`src/rtl/shift_round_saturate.sv`:
```
// Two-stage requantiser: round-half-up drop of DROP_BITS LSBs, then signed
// saturation to OUTPUT_DATA_WIDTH with per-sample, sticky and counted saturation.
module shift_round_saturate #(
    parameter     BLOCK_NAME        = "shift_round_saturate",
    parameter int X                 = 0,
    parameter int Y                 = 0,
    parameter int DX                = 0,
    parameter int DY                = 0,
    parameter     ARCHITECTURE      = "BEHAVIORAL",
    parameter int INPUT_DATA_WIDTH  = 16,
    parameter int DROP_BITS         = 4,
    parameter int OUTPUT_DATA_WIDTH = 8,
    parameter int COUNT_WIDTH       = 16
) (
    input  logic                         clk,
    input  logic                         rst,
    input  logic [INPUT_DATA_WIDTH-1:0]  data_in,
    input  logic                         valid_in,
    input  logic                         clr_stats,
    output logic [OUTPUT_DATA_WIDTH-1:0] data_out,
    output logic                         valid_out,
    output logic                         sat_out,
    output logic                         sat_flag,
    output logic [COUNT_WIDTH-1:0]       sat_count
);

    localparam int IW = INPUT_DATA_WIDTH;
    localparam int OW = OUTPUT_DATA_WIDTH;
    localparam int CW = COUNT_WIDTH;
    localparam int RW = IW - DROP_BITS + 1;

    // Diagram-only parameters; they carry no logic.
    logic unused_params;
    assign unused_params = ((X + Y + DX + DY) != 0) || (BLOCK_NAME == "");

    // valid_in qualifies data_in in the same cycle; there is no ready, every
    // valid sample yields one valid_out two registers later.
    if (ARCHITECTURE == "BEHAVIORAL") begin : g_behav
        logic [RW-1:0] r_d, r_q;
        logic          v1_q;
        logic [OW-1:0] y_d, y_q;
        logic          s_d, s_q, v2_q;
        logic          flag_d, flag_q;
        logic [CW-1:0] cnt_d, cnt_q;
        logic [RW-OW:0] hi;
        logic          ev;

        if (DROP_BITS == 0) begin : g_nodrop
            assign r_d = {data_in[IW-1], data_in};
        end else begin : g_round
            localparam logic [IW:0] HALF = (IW+1)'(1) << (DROP_BITS - 1);
            logic [IW:0] sum;
            assign sum = {data_in[IW-1], data_in} + HALF;
            assign r_d = RW'(sum >> DROP_BITS);
        end

        // In range exactly when every bit from the output sign upward agrees.
        assign hi = r_q[RW-1:OW-1];

        always_comb begin
            y_d = r_q[OW-1:0];
            s_d = 1'b0;
            if (!((&hi) || (~|hi))) begin
                s_d = 1'b1;
                y_d = r_q[RW-1] ? {1'b1, {(OW-1){1'b0}}} : {1'b0, {(OW-1){1'b1}}};
            end
        end

        assign ev = v1_q & s_d;

        always_comb begin
            flag_d = flag_q | ev;
            cnt_d  = cnt_q;
            if (ev && !(&cnt_q)) cnt_d = cnt_q + 1'b1;
            // A clear never swallows an event landing on the same edge.
            if (clr_stats) begin
                flag_d = ev;
                cnt_d  = {{(CW-1){1'b0}}, ev};
            end
        end

        always_ff @(posedge clk or posedge rst) begin
            if (rst) begin
                r_q    <= '0;
                v1_q   <= 1'b0;
                y_q    <= '0;
                s_q    <= 1'b0;
                v2_q   <= 1'b0;
                flag_q <= 1'b0;
                cnt_q  <= '0;
            end else begin
                r_q    <= r_d;
                v1_q   <= valid_in;
                y_q    <= y_d;
                s_q    <= ev;
                v2_q   <= v1_q;
                flag_q <= flag_d;
                cnt_q  <= cnt_d;
            end
        end

        assign data_out  = y_q;
        assign valid_out = v2_q;
        assign sat_out   = s_q;
        assign sat_flag  = flag_q;
        assign sat_count = cnt_q;
    end else begin : g_placeholder
        assign data_out  = '0;
        assign valid_out = 1'b0;
        assign sat_out   = 1'b0;
        assign sat_flag  = 1'b0;
        assign sat_count = '0;
    end

endmodule
```
`config.mk`:
```
export PLATFORM = sky130hd
export DESIGN_NAME = shift_round_saturate
export DESIGN_NICKNAME = d
export VERILOG_FILES = /design/src/rtl/shift_round_saturate.sv
export SDC_FILE = /design/constraint.sdc
export NUM_CORES = 1
export LEC_CHECK = 0
export CAP_MARGIN = 20
export CORE_AREA = 2 2 77 60
export DETAILED_ROUTE_END_ITERATION = 6
export DIE_AREA = 0 0 79 62
export PLACE_DENSITY = 0.82
export SLEW_MARGIN = 20
export SYNTH_ARGS = -nofsm -noshare
export SYNTH_HDL_FRONTEND = slang
export SYNTH_SLANG_ARGS = --single-unit
```
`constraint.sdc`:
```
create_clock -name clk -period 2.3 [get_ports clk]
set_clock_uncertainty 0.1 [all_clocks]
set_input_delay 0.46 -clock clk [delete_from_list [all_inputs] [get_ports clk]]
set_output_delay 0.46 -clock clk [all_outputs]
set_load 0.005 [all_outputs]
```
# == After elaboration in Yosys (flattened, before gate mapping) ==
# Cells that the tools add are included.
# totals
wordCells,25
out_inout_bits,27
ff_bits,41
inputBits,20
# op_classes
mux,6
add_sub_neg,2
n_reduce_logical,8
bitwise,2
# op_table
operator,n
$mux W16,2
$add A16 B5 Y17 const B,1
$add A16 B1 Y16 const B,1
$mux W8,2
$reduce_and A16 Y1,1
$reduce_and A6 Y1,1
$reduce_or A6 Y1,1
$logic_not A1 Y1,2
$mux W1,2
$reduce_bool A2 Y1,1
$and A1 B1 Y1,1
$logic_and A1 B1 Y1,1
$logic_or A1 B1 Y1,1
$or A1 B1 Y1,1

# == Depth between registers and ports, before layout ==
# depth
word_depth,8
ltp_mapped,6
mapped_depth_nobuf,5

# == Worst setup path after synthesis ==
# Ideal clock, no wire load.
# synth_timing
path_type,register -> register
start,register g_behav.cnt_q[0] (netlist: sat_count[0])
end,register g_behav.cnt_q[14] (netlist: sat_count[14])
path_slack_ns,0.380
setup_time_ns,0.125
t_required_ns,2.075
arrival_time_ns,1.695
path_stages_with_launch,7
synth_period_minus_slack_ns,1.920
n_path_buf,1
path_cell_list,dfrtp_1 > ha_1 > nand4_1 > nor4_1 > buf_4 > nor4b_1 > mux2_4
# synth_via
elab_chain_cells,4
elab_cells_between_ends,7
classes_between,1 x add/sub; 2 x mux; 4 x reduce/logical
# synth_rtl
item,line,source
from (decl),44,"logic [CW-1:0] cnt_d, cnt_q;"
from (signal assigned),98,cnt_q <= cnt_d;
branches (longest 4 deep; another with $add A16 B1 Y16),--,
# Several ways; the timed one is not identified. The select of a mux whose other input is x is not followed.
# A chain may end at the register's enable or synchronous reset.

# == Worst setup path after layout ==
# Same ends and word-level chain as after synthesis.

==> impl_metrics.env <==
export IMPL_ys_seq_area_frac=0.5193
export IMPL_vias=1573
export IMPL_hold_path_end="data_out[7]$_DFF_PP0_"
export IMPL_synthArstFlopShare=1.000
export IMPL_grt_setup_unrepaired="false"
export IMPL_core_area_mm2=0.004257
export IMPL_min_from="g_behav.r_q[12]$_DFF_PP0_"
export IMPL_final_seq_area_mm2=0.001026
export IMPL_start_kind="flop"
export IMPL_reg2reg_slack_ns=0.27
export IMPL_worst_pin_slew_ns=0.4997
export IMPL_drt_first_pass_iters=4
export IMPL_die_w_um=79
export IMPL_reg2reg_from="sat_count[0]$_DFFE_PP0P_"
export IMPL_dieArea_mm2=0.004898
export IMPL_routed_wire_length_per_instance_um=13.52
export IMPL_start_util=0.4641
export IMPL_dp_cells=276
export IMPL_postSynthAreaPerCell_um2=11.04
export IMPL_grt_max_degree=42
export IMPL_synth_seq_cells=41
export IMPL_clkTransAtPathRegs_ns=0.08
export IMPL_cp_arrival_ns=2.12
export IMPL_grtUsageTotal=0.1590
export IMPL_worst_r2r_endpoint="sat_count[14]$_DFFE_PP0P_"
export IMPL_postSynth_topFlopCell="dfrtp_1"
export IMPL_rows=21
export IMPL_cpMaxStageDelayCell="dfrtp_1"
export IMPL_gp_congestion=0.8371
export IMPL_synth_fp_nets=201
export IMPL_postCtsSetupRepairBufs=0
export IMPL_cp_max_fo=12
export IMPL_layout_cells_non_filler=284
export IMPL_max_slew_margin_rel=0.6669
export IMPL_insertion_delay_ns=0.29
export IMPL_io_pins=47
export IMPL_worstPathCellList="ha_1 -> nand4_1 -> nor4_1 -> buf_4 -> nor4b_1 -> mux2_4"
export IMPL_portBuffers=43
export IMPL_grt_first_pass_wirelength_um=5871
export IMPL_hold_viol=0
export IMPL_power_density_mw_per_mm2=549.8
export IMPL_grt_pass1_vias=1257
export IMPL_grt_overflow=0
export IMPL_cts_max_level=2
export IMPL_crit_start="sat_count[0]$_DFFE_PP0P_"
export IMPL_vdd_ir_drop_max_mv=0.2264
export IMPL_synth_area_mm2=0.001976
export IMPL_period_share=0.8841
export IMPL_multiInputGateArea_um2=864.6
export IMPL_whs_path_depth=0
export IMPL_cp_end_kind="flop"
export IMPL_setup_viol=0
export IMPL_area_growth_pct=29.13
export IMPL_cts_buffer_depth=2
export IMPL_drive_above_1_share=0.1189
export IMPL_nFillCells=370
export IMPL_antenna_cells=0
export IMPL_hold_buffers=0
export IMPL_cts_buffers=5
export IMPL_dieHeight_um=62
export IMPL_tritoncts="built"
export IMPL_drt_iter0_drc=100
export IMPL_post_cts_resized=0
export IMPL_worst_path_buf_inv=1
export IMPL_crit_type="flop to flop"
export IMPL_reg2reg_depth=6
export IMPL_slew_viol_final=0
export IMPL_status="finished clean"
export IMPL_fin_nets=248
export IMPL_hold_class="flop to flop"
export IMPL_power_leakage_uw=0.001030
export IMPL_cts_sinks=41
export IMPL_vias_per_cell=5.539
export IMPL_cp_slowest_stage_delay_ns=0.43
export IMPL_synth_edf_count=0
export IMPL_clock_fmax_mhz=491.8
export IMPL_routed_wl_um=3840
export IMPL_clock_root_buffer="clkbuf_8"
export IMPL_path_delay_family="simple AND/OR/NAND/NOR gates"
export IMPL_ys_types=39
export IMPL_setup_tns_ns=0
export IMPL_maxCapViolCount=0
export IMPL_critPathRequiredTime_ns=2.39
export IMPL_ys_warnings_count=0
export IMPL_drcViolationCount=0
export IMPL_syn_inst=179
export IMPL_antenna_found_initial=0
export IMPL_place_hpwl_um=2864
export IMPL_ant_nets=0
export IMPL_fin_crit_ns=2.033
synthesized netlist by cell type (2+ instances only):
cell type / n / area share
ha_1: 2 / 0.013
or4_1: 7 / 0.027
buf_2: 2 / 0.0051
buf_6: 3 / 0.017
a21o_1: 8 / 0.030
mux2_4: 5 / 0.038
nand4_1: 7 / 0.022
and4_1: 2 / 0.0089
xnor2_1: 7 / 0.031
clkbuf_1: 3 / 0.0057
xor2_1: 4 / 0.018
o211ai_1: 2 / 0.0076
a21oi_1: 9 / 0.023
nor2_1: 11 / 0.021
or3_1: 2 / 0.0063
inv_1: 5 / 0.0095
nor2b_1: 4 / 0.013
nor4_1: 6 / 0.019
nor3_1: 2 / 0.0051
nand2_1: 8 / 0.015
o31ai_1: 7 / 0.027
o21ai_1: 2 / 0.0051
dfrtp_1: 41 / 0.52
nand3_1: 14 / 0.035
and3_1: 2 / 0.0063
registers in the layout, indices dropped and copies added (netlist names):
signal	count
sat_out	1
g_behav.v1_q	1
sat_count	16
valid_out	1
sat_flag	1
g_behav.r_q	13
data_out	8
cell type report:
| type | count | share of cell area |
|---|---|---|
| inverter | 6 | 0.008828 |
| multi-input combinational | 123 | 0.3389 |
| clock buffer | 5 | 0.02697 |
| clock inverter | 3 | 0.008828 |
| tap | 57 | 0.02795 |
| timing repair buffer | 49 | 0.1864 |
| sequential | 41 | 0.4022 |
how the worst max path moves through the flow:
stage,cells after the start,to,slack [ns]
global placement,5,g_behav.r_q[10]$_DFF_PP0_,0.25
finish,6,sat_count[14]$_DFFE_PP0P_,0.27
global route,6,sat_count[14]$_DFFE_PP0P_,0.16
CTS,6,sat_count[14]$_DFFE_PP0P_,0.27
detailed placement,5,g_behav.r_q[10]$_DFF_PP0_,0.22
floorplan,6,sat_count[14]$_DFFE_PP0P_,0.38
layout by cell type, fill, tap and decap left out, drive strengths merged:
cell / count
xor2: 4
nand3: 14
nor2: 11
and3: 2
and4: 2
mux2: 5
dfrtp: 41
clkbuf: 5
clkinv: 3
nor4b: 1
o21a: 1
nand4: 8
ha: 2
or4: 8
buf: 6
o221ai: 1
inv: 6
o31a: 1
or3: 2
nor2b: 4
a21o: 8
o31ai: 7
o211ai: 2
nor4: 7
a21oi: 9
or3b: 1
nor3: 2
o41ai: 1
nand2: 8
xnor2: 7
o22ai: 1
o21ai: 2
clkdlybuf4s50: 43
or2: 1
a41oi: 1
layer usage:
| layer | vias up | global-route usage | routed length, um | share of wire |
|---|---|---|---|---|
| met2 | 48 | 0.2397 | 1792 | 0.47 |
| met5 | - | 0 | 0 | 0 |
| li1 | 760 | - | - | - |
| met3 | 9 | 0.03035 | 183 | 0.048 |
| met4 | 0 | 0.08621 | 77 | 0.020 |
| met1 | 756 | 0.2221 | 1786 | 0.47 |
power breakdown:
group	switching, uW	total (uW)	internal, uW
clock network	257	472	215
registers	17.8	771	753
logic	73.0	160	86.8
total	348	1400	1050
kinds of logic after synthesis:
| family | count (synthesis) | synth area share |
|---|---|---|
| AO/OA/AOI/OAI | 34 | 0.1292 |
| flip-flops | 41 | 0.5193 |
| XOR/XNOR | 11 | 0.04876 |
| buffers and inverters | 15 | 0.04306 |
| adder cells (fa/ha/maj) | 2 | 0.01266 |
| multiplexers | 5 | 0.03800 |
| AND/OR/NAND/NOR | 71 | 0.2090 |
through the flow:
step / cell area [um2] / total power (uW) / hold WS [ns] / worst slack (ns) / utilization
after global placement: 2460 / 941.4 / 0.3046 / 0.2527 / 0.5779
after detailed placement: 2460 / 947.2 / 0.3155 / 0.2187 / 0.5779
final: 2551 / 1403 / 0.3291 / 0.2667 / 0.5994
after CTS: 2551 / 1424 / 0.3383 / 0.2695 / 0.5994
after floorplan: 1976 / 859.1 / 0.3050 / 0.3798 / -
after global routing: 2551 / 1480 / 0.3424 / 0.1635 / 0.5994
Note: power is estimated with default switching activity, not from simulation.
